File: src/rtl/env_sweep_scheduler_pkg.sv
// env_sweep_scheduler_pkg: shared widths, sweep FSM states and neighbour offset table
package env_sweep_scheduler_pkg;
  localparam int SWEEP_X_BITS = 8;
  localparam int SWEEP_Y_BITS = 7;
  localparam int SWEEP_SIGNAL_BITS = 4;
  typedef enum logic [2:0] {IDLE, READ, DRAIN, WRITE, NEXT} sweep_state_t;
  // slot order N,NE,E,SE,S,SW,W,NW,centre; north is y-1
  localparam logic signed [1:0] DX [9] = '{2'sd0, 2'sd1, 2'sd1, 2'sd1, 2'sd0, -2'sd1, -2'sd1, -2'sd1, 2'sd0};
  localparam logic signed [1:0] DY [9] = '{-2'sd1, -2'sd1, 2'sd0, 2'sd1, 2'sd1, 2'sd1, 2'sd0, -2'sd1, 2'sd0};
endpackage

File: src/rtl/env_sweep_scheduler_nbr_addr_gen.sv
// nbr_addr_gen: neighbour address and on-grid flag for slot k of a cell
// Ports: cell_x_i/cell_y_i cell, k_i slot 0..8 -> lookup_x_o/lookup_y_o address, on_grid_o bounds result
module nbr_addr_gen import env_sweep_scheduler_pkg::*; #(
  parameter int X_BITS = SWEEP_X_BITS,
  parameter int Y_BITS = SWEEP_Y_BITS,
  parameter int X_MAX = 159,
  parameter int Y_MAX = 119
) (
  input  logic [X_BITS-1:0] cell_x_i,
  input  logic [Y_BITS-1:0] cell_y_i,
  input  logic [3:0]        k_i,
  output logic [X_BITS-1:0] lookup_x_o,
  output logic [Y_BITS-1:0] lookup_y_o,
  output logic              on_grid_o
);
  localparam logic signed [X_BITS:0] XM = (X_BITS+1)'(X_MAX);
  localparam logic signed [Y_BITS:0] YM = (Y_BITS+1)'(Y_MAX);
  logic [3:0] ks;
  logic signed [X_BITS:0] nx;
  logic signed [Y_BITS:0] ny;
  assign ks = k_i > 4'd8 ? 4'd8 : k_i;
  // one extra signed bit so -1 and MAX+1 are both detectable
  assign nx = $signed({1'b0, cell_x_i}) + (X_BITS+1)'(DX[ks]);
  assign ny = $signed({1'b0, cell_y_i}) + (Y_BITS+1)'(DY[ks]);
  assign on_grid_o = !nx[X_BITS] && nx <= XM && !ny[Y_BITS] && ny <= YM;
  assign lookup_x_o = nx[X_BITS-1:0];
  assign lookup_y_o = ny[Y_BITS-1:0];
endmodule

File: src/rtl/env_sweep_scheduler.sv
// env_sweep_scheduler: per-tick raster sweep reading each cell's 3x3 neighbourhood, then one write per cell
// Ports: clk, RESET_SIM_N async low reset; tick/run/pause control; lookup_* read port (RD_LAT latency);
//        surrounding_signals/cur_* gathered neighbourhood; write_x/y/write_flag write port;
//        busy, sweep_done pulse, sticky overrun
module env_sweep_scheduler import env_sweep_scheduler_pkg::*; #(
  parameter int X_BITS = SWEEP_X_BITS,
  parameter int Y_BITS = SWEEP_Y_BITS,
  parameter int X_MAX = 159,
  parameter int Y_MAX = 119,
  parameter int SIGNAL_BITS = SWEEP_SIGNAL_BITS,
  parameter int RD_LAT = 1
) (
  input  logic                     clk,
  input  logic                     RESET_SIM_N,
  input  logic                     tick,
  input  logic                     run,
  input  logic                     pause,
  output logic [X_BITS-1:0]        lookup_x,
  output logic [Y_BITS-1:0]        lookup_y,
  output logic                     lookup_rd,
  input  logic                     lookup_sugar,
  input  logic [SIGNAL_BITS-1:0]   lookup_signal,
  output logic [8*SIGNAL_BITS-1:0] surrounding_signals,
  output logic                     cur_sugar,
  output logic [SIGNAL_BITS-1:0]   cur_signal,
  output logic [X_BITS-1:0]        write_x,
  output logic [Y_BITS-1:0]        write_y,
  output logic                     write_flag,
  output logic                     busy,
  output logic                     sweep_done,
  output logic                     overrun
);
  sweep_state_t state_q;
  logic [X_BITS-1:0] cx_q, nx;
  logic [Y_BITS-1:0] cy_q, ny;
  logic [3:0] k_q;
  logic pend_q, overrun_q, done_q, on, rd, last_x, last_y;
  // each entry {valid, on_grid, k}; the oldest entry steers where returning data lands
  logic [RD_LAT-1:0][5:0] pipe_q;
  logic [5:0] tail;
  logic [7:0][SIGNAL_BITS-1:0] surr_q;
  logic [SIGNAL_BITS-1:0] cur_sig_q;
  logic cur_sug_q;
  nbr_addr_gen #(.X_BITS(X_BITS), .Y_BITS(Y_BITS), .X_MAX(X_MAX), .Y_MAX(Y_MAX)) u_nbr (
    .cell_x_i(cx_q), .cell_y_i(cy_q), .k_i(k_q), .lookup_x_o(nx), .lookup_y_o(ny), .on_grid_o(on)
  );
  assign rd = state_q == READ && on;
  assign lookup_rd = rd;
  assign lookup_x = rd ? nx : '0;
  assign lookup_y = rd ? ny : '0;
  assign tail = pipe_q[RD_LAT-1];
  assign last_x = cx_q == X_BITS'(X_MAX);
  assign last_y = cy_q == Y_BITS'(Y_MAX);
  assign surrounding_signals = surr_q;
  assign cur_signal = cur_sig_q;
  assign cur_sugar = cur_sug_q;
  assign write_x = cx_q;
  assign write_y = cy_q;
  assign write_flag = state_q == WRITE;
  assign busy = state_q != IDLE;
  assign sweep_done = done_q;
  assign overrun = overrun_q;
  always_ff @(posedge clk or negedge RESET_SIM_N)
    if (!RESET_SIM_N) begin
      state_q <= IDLE;
      cx_q <= '0;
      cy_q <= '0;
      k_q <= '0;
      pend_q <= 1'b0;
      overrun_q <= 1'b0;
      done_q <= 1'b0;
      pipe_q <= '0;
      surr_q <= '0;
      cur_sig_q <= '0;
      cur_sug_q <= 1'b0;
    end else begin
      done_q <= 1'b0;
      pipe_q[0] <= {state_q == READ, on, k_q};
      for (int i = 1; i < RD_LAT; i++) pipe_q[i] <= pipe_q[i-1];
      if (tail[5] && tail[3:0] == 4'd8) begin
        cur_sig_q <= tail[4] ? lookup_signal : '0;
        cur_sug_q <= tail[4] & lookup_sugar;
      end else if (tail[5])
        surr_q[tail[2:0]] <= tail[4] ? lookup_signal : '0;
      if (tick && state_q != IDLE) begin
        pend_q <= 1'b1;
        overrun_q <= overrun_q | pend_q;
      end
      case (state_q)
        IDLE: if (run && (tick || pend_q)) begin
          state_q <= READ;
          k_q <= '0;
          pend_q <= 1'b0;
        end
        READ: begin
          k_q <= k_q == 4'd8 ? 4'd0 : k_q + 4'd1;
          if (k_q == 4'd8) state_q <= DRAIN;
        end
        DRAIN: begin
          k_q <= k_q + 4'd1;
          if (k_q == 4'(RD_LAT-1)) state_q <= WRITE;
        end
        // advance during WRITE so the next cell's READ follows without a gap
        WRITE: begin
          k_q <= '0;
          cx_q <= last_x ? '0 : cx_q + 1'b1;
          cy_q <= last_x ? (last_y ? '0 : cy_q + 1'b1) : cy_q;
          if (last_x && last_y) begin
            state_q <= IDLE;
            done_q <= 1'b1;
          end else
            state_q <= (pause || !run) ? NEXT : READ;
        end
        NEXT: if (!pause && run) state_q <= READ;
        default: state_q <= IDLE;
      endcase
    end
endmodule

File: config.mk
export PLATFORM = sky130hd
export DESIGN_NAME = env_sweep_scheduler
export DESIGN_NICKNAME = d
export VERILOG_FILES = /design/src/rtl/env_sweep_scheduler_pkg.sv /design/src/rtl/env_sweep_scheduler_nbr_addr_gen.sv /design/src/rtl/env_sweep_scheduler.sv
export SDC_FILE = /design/constraint.sdc
export NUM_CORES = 1
export LEC_CHECK = 0
export CORE_ASPECT_RATIO = 0.5
export CORE_UTILIZATION = 57
export CTS_BUF_LIST = sky130_fd_sc_hd__clkbuf_16
export CTS_CLUSTER_DIAMETER = 80
export DETAILED_ROUTE_END_ITERATION = 10
export DONT_BUFFER_PORTS = 1
export HOLD_SLACK_MARGIN = 0.12
export PLACE_DENSITY = 0.73
export SYNTH_ARGS = -nofsm -noshare
export SYNTH_HDL_FRONTEND = slang
export SYNTH_SLANG_ARGS = --single-unit
File: constraint.sdc
create_clock -name clk -period 3.35 [get_ports clk]
set_input_delay 0.5025 -clock clk [delete_from_list [all_inputs] [get_ports clk]]
set_output_delay 0.5025 -clock clk [all_outputs]
set_load 0.02 [all_outputs]
==> flow_metrics.env <==
export IMPL_max_cap_viol_count=0
export IMPL_final_util_pct=77.6
export IMPL_worstMarginPinSlew_ns=0.798
export IMPL_finClkSkew_ns=0.00862
export IMPL_finalCriticalPeriod_ns=3.45
export IMPL_synthTopCellsByArea="dfrtp_1 46%, nand2_1 5.6%, mux2_2 5.2%, o21ai_0 5.0%, ha_1 4.4%"
export IMPL_p_per_area_nw_per_um2=1010
export IMPL_outcome="finished, violations left"
export IMPL_critPathRequiredTime_ns=2.85
export IMPL_numCtsBuffers=9
export IMPL_ys_flop_type="dfrtp_1"
export IMPL_syn_inst=379
export IMPL_hold_violations=0
export IMPL_fin_nets=451
export IMPL_grt_max_degree=69
export IMPL_core_area_um2=6180
export IMPL_grtUsageMet1_pct=34.5
export IMPL_num_antenna_cells=0
export IMPL_cp_common_cell="buf_4"
export IMPL_setup_viol=16
export IMPL_antenna_found_initial=0
export IMPL_start_util_pct=60.1
export IMPL_peakVddDrop_mv=0.599
export IMPL_path_cells="buf_4 -> buf_4 -> a21oi_4 -> buf_6 -> ha_4 -> a21oi_4 -> o21bai_4 -> xor2_4 -> a31oi_4 -> nand2_2 -> nor3b_2 -> buf_4"
export IMPL_cpLargestDelayFamily="compound AO/OA/AOI/OAI gates"
export IMPL_clkLatencyLatePin_ns=0.33
export IMPL_hp_class="in2reg"
export IMPL_wire_per_inst_um=18.2
export IMPL_clock_path_buffers=2
export IMPL_synth_top_area_share_pct=45.8
export IMPL_p_comb_share_pct=47.5
export IMPL_clockPowerShare_pct=18.9
export IMPL_p_switching_mw=2.19
export IMPL_vias=3101
export IMPL_period_share_pct=103
export IMPL_async_flop_share_pct=100
export IMPL_drt_wl_total_um=9440
export IMPL_finalPower_mw=4.85
export IMPL_cts_tree="done"
export IMPL_cp_max_fo=4
export IMPL_syn_area_um2=3710
export IMPL_placed_cells=476
export IMPL_cp_arrival_ns=2.95
export IMPL_place_congestion=0.895
export IMPL_multi_input_area_um2=2200
export IMPL_cts_sink_count=68
export IMPL_rows=20
export IMPL_final_common_cell="dfrtp_1"
export IMPL_grt_pass1_vias=2945
export IMPL_via_per_inst=5.96
export IMPL_path_clk_slew_ns=0.06
export IMPL_dpl_hpwl_um=5910
export IMPL_max_freq_mhz=290
export IMPL_cts_root_buf="clkbuf_16"
export IMPL_power_leakage_nw=2.15
export IMPL_ys_ff_latch=68
export IMPL_crit_path_end_kind="output port"
export IMPL_fin_cells=520
export IMPL_fp_dieH_um=59.1
export IMPL_drc=0
export IMPL_syn_nets=403
export IMPL_busiest_layer="met2"
export IMPL_yosysWarnings=0
export IMPL_slew_limit_headroom_pct=46.3
export IMPL_most_common_layout_cells="64 x dfrtp_1, 52 x nand2_1, 42 x buf_4"
export IMPL_die_area_um2=6860
export IMPL_grt_usage_pct=28.5
export IMPL_cp_slowest_stage_delay_ns=0.43
export IMPL_die_x_um=116
export IMPL_ys_seq_area_share_pct=45.8
export IMPL_setup_slack_ns=-0.103
export IMPL_seq_area_um2=1710
export IMPL_drtIter0Drc=196
export IMPL_worst_setup_path_type="reg2out"
export IMPL_place_port_buffers=0
export IMPL_yosysUniqueCellTypes=62
export IMPL_grt_first_pass_wirelength_um=14600
export IMPL_seqPwrFrac_pct=33.6
export IMPL_grt_remaining_overflow=0
export IMPL_firstDrtPassIters=4
export IMPL_fill_cells=397
export IMPL_ant_nets=0
export IMPL_drive_gt1_share_pct=33.1
export IMPL_slew_viol_final=0
export IMPL_start_kind="flip-flop"
export IMPL_use_met2_pct=47.4
export IMPL_slowest_stage="dfrtp_2"
export IMPL_syn_area_per_cell_um2=9.80
export IMPL_syn2layout_area_growth_pct=29.0
export IMPL_switching_share_pct=45.1
export IMPL_h_tree_depth=3
export IMPL_synth_top_area_cell="dfrtp_1"
export IMPL_violations="setup timing"
export IMPL_synth_edf_count=0
export IMPL_grt_util_met3_pct=9.82
export IMPL_p_int_mw=2.66
export IMPL_ios=82
export IMPL_rsz0062_at_grt="true"
export IMPL_cp_buffers_inverters=4
==> cell families after synthesis <==
family,Yosys count,share of synthesized area (%)
muxes,18,5.42
DFF,68,45.8
AOI/OAI and AO/OA,81,14.3
and+or+nand+nor,150,21.7
xor gates and xnor gates,16,3.97
buffers and inverters,32,3.91
adders and majority gates,14,4.92
==> path summary, 6_finish.rpt <==
kind                              from                 endpoint  slack, ns  cells after the start
hold / removal                     run                   pend_q       0.26                      1
hold reg to reg                 k_q[2]                pipe_q[2]       0.48                      0
setup reg to reg                k_q[3]                pipe_q[4]       0.61                     12
setup / recovery                k_q[3]              lookup_x[7]      -0.10                     12
min in group asynchronous  RESET_SIM_N  surrounding_signals[15]       0.76                      2
max in group asynchronous  RESET_SIM_N                   k_q[2]       2.29                      2
==> power groups by stage <==
stage	clock (mW)	sequential, mW	combinational [mW]
after floorplan	0	1.53	1.38
after global placement	0	1.61	1.62
after detailed placement	0	1.63	1.68
after CTS	0.926	1.63	2.11
after global routing	0.967	1.68	2.49
final	0.915	1.63	2.30
==> cell type report <==
cell class                      count  share of cell area (%)
Clock buffer                        9                    4.70
Clock inverter                      7                    1.44
Inverter                           19                    1.54
Multi-Input combinational cell    280                    45.9
Sequential cell                    68                    35.6
Tap cell                           88                    2.30
Timing Repair Buffer               49                    8.54
==> synth_stat cells, types with 2 or more instances <==
| cell type | n |
|---|---|
| o31ai_1 | 3 |
| nor2_4 | 3 |
| nor3b_1 | 7 |
| nor3_1 | 7 |
| xor2_1 | 7 |
| nor2b_1 | 4 |
| a21oi_1 | 13 |
| nor2_1 | 23 |
| buf_6 | 2 |
| inv_1 | 17 |
| nand3b_1 | 2 |
| and2_1 | 6 |
| nand3_1 | 11 |
| and3_1 | 5 |
| nand2_1 | 55 |
| nand4b_1 | 3 |
| o21a_1 | 2 |
| o21ai_0 | 37 |
| nor2_2 | 6 |
| clkbuf_1 | 6 |
| o22ai_1 | 2 |
| nand2b_1 | 3 |
| nor4_1 | 2 |
| mux2_2 | 17 |
| nand4_1 | 4 |
| xnor2_1 | 8 |
| dfrtp_1 | 68 |
| a211oi_1 | 3 |
| ha_1 | 13 |
| buf_2 | 3 |
| a21o_1 | 5 |
| a41oi_1 | 2 |
==> layer usage <==
layer | up-vias | share of wire (%)
met5 | - | 0
met4 | 0 | 1.9
met2 | 124 | 50
met3 | 20 | 7.5
met1 | 1530 | 41
li1 | 1427 | -
==> repair_timing <==
action	4_1_cts	5_1_grt
setup endpoints to repair	16	16
buffers inserted	14	11
gates resized for setup	47	15
pin swaps	19	25
endpoints found under the hold margin	68	0
cloned	1	0
hold buffers	2	0
==> state kept, by name, indices dropped and copies added, names as in the netlist, 3 cells and up <==
name                 count
surrounding_signals     32
write_x                  8
write_y                  7
pipe_q                   6
cur_signal               4
k_q                      4
state_q                  3
==> worst reg2reg max path: stages (launching register included) <==
cell,delay (ns)
dfrtp_2,0.43
buf_4,0.14
buf_4,0.14
a21oi_4,0.19
buf_6,0.16
ha_4,0.20
a21oi_4,0.21
a2bb2oi_4,0.21
a21oi_2,0.09
xnor2_2,0.24
buf_4,0.17
nand2_1,0.06
nor3_1,0.35
==> stage by stage <==
stage | setup WS [ns] | instance area, µm² | hold slack [ns] | TNS [ns]
after floorplan | 0.0392 | 3730 | 0.207 | 0
after global placement | 0.0540 | 3940 | 0.208 | 0
after detailed placement | -0.101 | 3940 | 0.208 | -0.933
after CTS | 0.00319 | 4630 | 0.245 | 0
after global routing | -0.183 | 4790 | 0.263 | -2.25
final | -0.103 | 4790 | 0.256 | -0.962
No activity file was read; power rests on OpenSTA's default activity.
